$ cat src/rtl/mcu51_ifetch.sv
// MCU51 instruction fetch: owns the PC and reads 1-3 bytes per instruction from a byte-wide ROM.
// It presents each complete instruction to the decoder over valid/ready. Redirects override any fetch.
module mcu51_ifetch #(
  parameter int                   ADDRWIDTH = 8,
  parameter logic [ADDRWIDTH-1:0] RESET_PC  = '0
) (
  input  logic                 clk,
  input  logic                 rst,
  output logic                 rom_cs_n,
  output logic [ADDRWIDTH-1:0] rom_addr,
  input  logic [7:0]           rom_data,
  output logic                 instr_valid,
  input  logic                 instr_ready,
  output logic [7:0]           instr_op,
  output logic [7:0]           instr_b1,
  output logic [7:0]           instr_b2,
  output logic [1:0]           instr_len,
  output logic [ADDRWIDTH-1:0] instr_pc,
  input  logic                 jmp_valid,
  input  logic [ADDRWIDTH-1:0] jmp_target
);

  typedef enum logic [1:0] {S_OP, S_B1, S_B2, S_OUT} state_t;

  state_t               state_q, state_d;
  logic [ADDRWIDTH-1:0] pc_q, pc_d;
  logic                 cs_n_q, cs_n_d;
  logic [7:0]           op_q, op_d, b1_q, b1_d, b2_q, b2_d;
  logic [1:0]           len_q, len_d;
  logic [ADDRWIDTH-1:0] ipc_q, ipc_d;

  function automatic logic [1:0] op_len(input logic [7:0] op);
    logic [1:0] l;
    case (op) inside
      8'h75, 8'h85, 8'hD5, [8'hB4:8'hBF]:
        l = 2'd3;
      8'h05, 8'h15, 8'h24, 8'h25, 8'h34, 8'h35, 8'h44, 8'h45, 8'h54, 8'h55,
      8'h60, 8'h70, 8'h74, [8'h76:8'h7F], 8'h80, [8'h86:8'h8F], 8'h94, 8'h95,
      [8'hA6:8'hAF], [8'hD8:8'hDF], 8'hE5, 8'hF5:
        l = 2'd2;
      default:
        l = 2'd1;
    endcase
    return l;
  endfunction

  always_comb begin
    state_d = state_q;
    pc_d    = pc_q;
    op_d    = op_q;
    b1_d    = b1_q;
    b2_d    = b2_q;
    len_d   = len_q;
    ipc_d   = ipc_q;
    case (state_q)
      S_OP: begin
        // cs_n is still high on the first cycle out of reset, so no byte is valid yet
        if (!cs_n_q) begin
          op_d    = rom_data;
          b1_d    = 8'h00;
          b2_d    = 8'h00;
          ipc_d   = pc_q;
          pc_d    = pc_q + 1'b1;
          len_d   = op_len(rom_data);
          state_d = (len_d == 2'd1) ? S_OUT : S_B1;
        end
      end
      S_B1: begin
        b1_d    = rom_data;
        pc_d    = pc_q + 1'b1;
        state_d = (len_q == 2'd3) ? S_B2 : S_OUT;
      end
      S_B2: begin
        b2_d    = rom_data;
        pc_d    = pc_q + 1'b1;
        state_d = S_OUT;
      end
      S_OUT: begin
        if (instr_ready) state_d = S_OP;
      end
      default: state_d = S_OP;
    endcase
    if (jmp_valid) begin
      pc_d    = jmp_target;
      state_d = S_OP;
    end
    cs_n_d = (state_d == S_OUT);
  end

  always_ff @(posedge clk or posedge rst) begin
    if (rst) begin
      state_q <= S_OP;
      pc_q    <= RESET_PC;
      cs_n_q  <= 1'b1;
      op_q    <= 8'h00;
      b1_q    <= 8'h00;
      b2_q    <= 8'h00;
      len_q   <= 2'd1;
      ipc_q   <= RESET_PC;
    end else begin
      state_q <= state_d;
      pc_q    <= pc_d;
      cs_n_q  <= cs_n_d;
      op_q    <= op_d;
      b1_q    <= b1_d;
      b2_q    <= b2_d;
      len_q   <= len_d;
      ipc_q   <= ipc_d;
    end
  end

  assign rom_cs_n    = cs_n_q;
  assign rom_addr    = pc_q;
  assign instr_valid = (state_q == S_OUT);
  assign instr_op    = op_q;
  assign instr_b1    = b1_q;
  assign instr_b2    = b2_q;
  assign instr_len   = len_q;
  assign instr_pc    = ipc_q;

endmodule
$ cat config.mk
export PLATFORM = sky130hd
export DESIGN_NAME = mcu51_ifetch
export DESIGN_NICKNAME = d
export VERILOG_FILES = /design/src/rtl/mcu51_ifetch.sv
export SDC_FILE = /design/constraint.sdc
export NUM_CORES = 1
export LEC_CHECK = 0
export ABC_AREA = 1
export CORE_MARGIN = 3
export CORE_UTILIZATION = 30
export CTS_CLUSTER_DIAMETER = 30
export DETAILED_ROUTE_END_ITERATION = 12
export GPL_TIMING_DRIVEN = 0
export MAX_ROUTING_LAYER = met4
export PLACE_DENSITY = 0.55
export SLEW_MARGIN = 20
export SYNTH_ARGS = -nofsm -noshare
export SYNTH_HDL_FRONTEND = slang
export SYNTH_SLANG_ARGS = --single-unit
$ cat constraint.sdc
create_clock -name clk -period 1.6 [get_ports clk]
set_input_delay 0.24 -clock clk [delete_from_list [all_inputs] [get_ports clk]]
set_output_delay 0.24 -clock clk [all_outputs]
set_load 0.05 [all_outputs]
# Yosys cells after proc, flatten, opt, wreduce, memory -nomap -nowiden
# Cells that the tools add are included.
[word_totals] register_bits=45 in_bits=20 output_inout_bits=44 elab_cells=81
[classes] addsub=1 magnitude_cmp=10 eq_ne=29 muxes=16 bitwise=1 reduce_logical=16
[ops] operator="$eq A8 B7 Y1 const B" n=8
[ops] operator="$eq A8 B8 Y1 const B" n=7
[ops] operator="$pmux W8 S2" n=3
[ops] operator="$eq A8 B6 Y1 const B" n=4
[ops] operator="$ge A8 B8 Y1 const B" n=4
[ops] operator="$le A8 B8 Y1 const B" n=4
[ops] operator="$mux W8" n=3
[ops] operator="$reduce_or A22 Y1" n=1
[ops] operator="$mux W2" n=8
[ops] operator="$add A8 B1 Y8 const B" n=1
[ops] operator="$eq A2 B2 Y1 const B" n=4
[ops] operator="$eq A8 B3 Y1 const B" n=1
[ops] operator="$eq A8 B5 Y1 const B" n=1
[ops] operator="$ge A8 B7 Y1 const B" n=1
[ops] operator="$le A8 B7 Y1 const B" n=1
[ops] operator="$pmux W2 S4" n=1
[ops] operator="$reduce_and A2 Y1" n=4
[ops] operator="$logic_and A1 B1 Y1" n=5
[ops] operator="$eq A2 B1 Y1 const B" n=2
[ops] operator="$reduce_bool A2 Y1" n=2
[ops] operator="$reduce_or A4 Y1" n=1
[ops] operator="$ne A3 B3 Y1 const B" n=1
[ops] operator="$reduce_bool A3 Y1" n=1
[ops] operator="$logic_not A2 Y1" n=1
[ops] operator="4 further kinds" n=4

# Logic depth before layout (Yosys ltp)
[depth] word_depth=13 ltp_mapped=12 depth_no_buf=12

# Worst setup path before layout
# OpenSTA, ideal clock, no wires.
[synth_timing] path_kind="reg2reg" from="register pc_q[1] (netlist: rom_addr[1])" to="register pc_q[6] (netlist: rom_addr[6])" setup_ns=0.126 arrival_time_ns=1.540 required_time_ns=1.474 slack_ns=-0.066 stages_incl_launch_ff=7 n_path_buf=0 period_less_slack_ns=1.666 path_cell_list="dfrtp_1 -> ha_1 -> nand3_1 -> nor2_1 -> nand2_1 -> o32ai_1 -> nor2_1"
[synth_between] elab_chain_len=4
[synth_rtl] item="start: declaration" line="26" source="logic [ADDRWIDTH-1:0] pc_q, pc_d;"
[synth_rtl] item="start signal: assignment" line="102" source="pc_q <= pc_d;"
[synth_rtl] item="$add A8 B1 Y8 *" line="63, 70, 75"
[synth_rtl] item="$mux W8" line="58" source="if (!cs_n_q) begin"
[synth_rtl] item="$pmux W8 S2 *" line="55" source="case (state_q)"
[synth_rtl] item="$mux W8 *" line="83" source="if (jmp_valid) begin"
# Every way passes the cells marked *; elsewhere a longest branch is shown, timed or not. The select of a mux whose other input is x is not followed.
# A chain may end at the register's enable or synchronous reset.

# Worst setup path in the final report
[layout_timing] from="register pc_q[2] (netlist: rom_addr[2])" to="output rom_addr[2]"
[layout_lines] item="end: declaration" line="10" source="output logic [ADDRWIDTH-1:0] rom_addr,"
# No word-level cell between the ends.

==> flow_metrics.env <==
export IMPL_hold_class="in -> async"
export IMPL_powerDensity_nw_per_um2=2220
export IMPL_initialDrtViolationCount=47
export IMPL_rows=30
export IMPL_intPower_uw=3170
export IMPL_fin_worst_skew_ns=0.0115
export IMPL_power_frac_seq=0.286
export IMPL_preCtsSetupSlack_ns=-0.363
export IMPL_reg2reg_slack_ns=0.08
export IMPL_slew_limit_headroom=0.667
export IMPL_fin_cells=444
export IMPL_fin_setup_tns_ns=0
export IMPL_synthCells=269
export IMPL_insertion_delay_ns=0.30
export IMPL_syn_nets=294
export IMPL_netlist_area_sq_um=2170
export IMPL_die_w_um=91.1
export IMPL_hold_viol_final=0
export IMPL_p_comb_frac=0.609
export IMPL_endpoint_kind="output port"
export IMPL_antenna_found_initial=0
export IMPL_core_sq_um=6910
export IMPL_drcViolationCount=0
export IMPL_crit_type="reg -> out"
export IMPL_synthFlopType="dfrtp_1"
export IMPL_grt_usage=0.154
export IMPL_dp_hpwl_um=4460
export IMPL_worstRegToRegCells=8
export IMPL_via_count=2057
export IMPL_p_leak_uw=0.00155
export IMPL_hold_buffers=0
export IMPL_io_buffers=63
export IMPL_min_period_over_period=0.952
export IMPL_cp_arrival_ns=1.28
export IMPL_met3RoutedLength_um=336
export IMPL_fin_crit_ns=1.52
export IMPL_grt_max_degree=29
export IMPL_cts_root_buf="clkbuf_8"
export IMPL_avgViaCountPerCell=4.63
export IMPL_setup_violations=0
export IMPL_top_layer="met4"
export IMPL_report_final_slew_viol_count=0
export IMPL_whs_ns=0.242
export IMPL_path_buf_inv=1
export IMPL_layout_drive_gt1_share=0.149
export IMPL_crit_cells=1
export IMPL_cts_tree="done"
export IMPL_peakVddDrop_mv=0.977
export IMPL_synth_edf_count=0
export IMPL_max_stage_delay_ns=0.53
export IMPL_synth_top_family_by_area="simple AND/OR/NAND/NOR gates"
export IMPL_synthXorXnorAreaFrac=0
export IMPL_switching_share=0.539
export IMPL_layout_commonest_cell="nand2_1"
export IMPL_yosysUniqueCellTypes=26
export IMPL_synth_compound_area_frac=0.155
export IMPL_die_area_sq_um=8300
export IMPL_cp_startpoint="rom_addr[2]"
export IMPL_net_switching_power_uw=3710
export IMPL_cp_endpoint="rom_addr[2]"
export IMPL_route_layer_met1_wl_um=2870
export IMPL_clk_pin_slew_ns=0.09
export IMPL_cts_buffers=5
export IMPL_ys_seq_area_frac=0.519
export IMPL_required_ns=1.36
export IMPL_die_height_um=91.1
export IMPL_tritoncts_num_sinks=45
export IMPL_globalplace_congestion=0.879
export IMPL_drtAntennaViolNets=0
export IMPL_reg2reg_from="state_q[1]"
export IMPL_firstDrtPassIters=4
export IMPL_layout_common_cells="nand2_1, dfrtp_1, dlygate4sd2_1"
export IMPL_path_delay_family="buffers and inverters"
export IMPL_routed_wirelength_um=5940
export IMPL_nets=372
export IMPL_fmax_mhz=656
export IMPL_tightest_slew_ns=0.501
export IMPL_start_util=0.315
export IMPL_overflow=0
export IMPL_synth_seq_cells=45
export IMPL_crit_chain="clkdlybuf4s15_1"
export IMPL_setup_ws_ns=0.0762
export IMPL_status="completed"
export IMPL_crit_fanout=6
export IMPL_first_global_vias=2037
export IMPL_start_kind="flip-flop"
export IMPL_finalPower_uw=6880
export IMPL_route_met2_wl_um=2670
export IMPL_rsz0062_at_grt="yes"
export IMPL_yosysWarnings=0
export IMPL_placed_cells=429
export IMPL_power_share_clock=0.105
export IMPL_synthMuxAreaShare=0
export IMPL_io_pins=64
export IMPL_antenna_cells=0
export IMPL_maxCapViolCount=0
export IMPL_grt_pass1_wl_um=10000
export IMPL_async_flop_share=1.00
export IMPL_critPathSlowestCell="clkdlybuf4s15_1"
export IMPL_htree_levels=2
export IMPL_cts_buffer_depth=2
export IMPL_syn2layout_area_growth_pct=42.5
export IMPL_r2r_end="instr_pc[1]"
export IMPL_wl_per_cell_um=13.4
export IMPL_synth_simple_area_share=0.220
export IMPL_synthAdderAreaFrac=0.0288
export IMPL_syn_area_per_cell_sq_um=8.08
-- synth_stat cells, types with 4 or more instances --
cell type	instances	share of area
nor2_1	30	0.052
dfrtp_1	43	0.50
inv_1	33	0.057
o21ai_0	40	0.092
o22ai_1	7	0.020
nand2_1	61	0.11
nand3_1	10	0.023
nand2_2	4	0.012
a21oi_1	4	0.0092
nor3_1	6	0.014
inv_2	5	0.0086
ha_1	5	0.029
-- registers in the layout, summed over array words and instances (netlist names) --
signal     cells
rom_cs_n       1
instr_b2       8
rom_addr       8
state_q        2
instr_len      2
instr_op       8
instr_pc       8
instr_b1       8
-- per-stage QoR --
stage          utilization  area [sq um]
2_1_floorplan            -          2180
3_3_place_gp         0.424          2930
3_5_place_dp         0.427          2950
4_1_cts              0.442          3050
5_1_grt              0.449          3100
6_report             0.449          3100
-- power by group through the flow --
| stage | Sequential (uW) | Clock, uW | Combinational [uW] |
|---|---|---|---|
| final | 1970 | 720 | 4200 |
| after global routing | 2040 | 795 | 4550 |
| after CTS | 1980 | 745 | 4080 |
| after detailed placement | 2020 | 0 | 4150 |
| after global placement | 2020 | 0 | 4110 |
| after floorplan | 3480 | 0 | 1270 |
-- worst min path at each step --
stage	from	endpoint	slack [ns]	cells past startpoint
2_1_floorplan	rom_data[0]	instr_op[0]	0.35	2
3_5_place_dp	instr_pc[5]	instr_pc[5]	0.48	2
4_1_cts	rst	instr_op[7]	0.25	2
6_report	rst	instr_op[7]	0.24	2
3_3_place_gp	instr_pc[5]	instr_pc[5]	0.47	2
5_1_grt	rst	instr_op[7]	0.28	2
-- cell type report --
type / count / area (sq um)
Sequential cell: 45 / 1130
Inverter: 38 / 145
Clock buffer: 5 / 68.8
Timing Repair Buffer: 71 / 649
Buffer: 4 / 33.8
Fill cell: 711 / 3810
Multi-Input combinational cell: 182 / 928
Tap cell: 96 / 120
Clock inverter: 3 / 21.3
-- routing by layer --
| layer | GRT usage | vias up |
|---|---|---|
| li1 | - | 1036 |
| met1 | 0.200 | 953 |
| met2 | 0.235 | 63 |
| met3 | 0.0389 | 5 |
| met4 | 0.0515 | 0 |
| met5 | - | - |
-- cell families (layout without fill, tap and decap cells) --
| kind of cell | Yosys count | count (layout) |
|---|---|---|
| and+or+nand+nor | 116 | 116 |
| AOI/OAI and AO/OA | 61 | 61 |
| DFF | 45 | 45 |
| buffers and inverters | 42 | 121 |
| adders and majority gates | 5 | 5 |
-- repair_timing --
item,in CTS,in global routing
pin swaps,1,3
cloned,0,0
gates resized for setup,60,24
buffers inserted,5,2
setup endpoints to repair,67,31
Note: power is estimated with default switching activity, not from simulation.
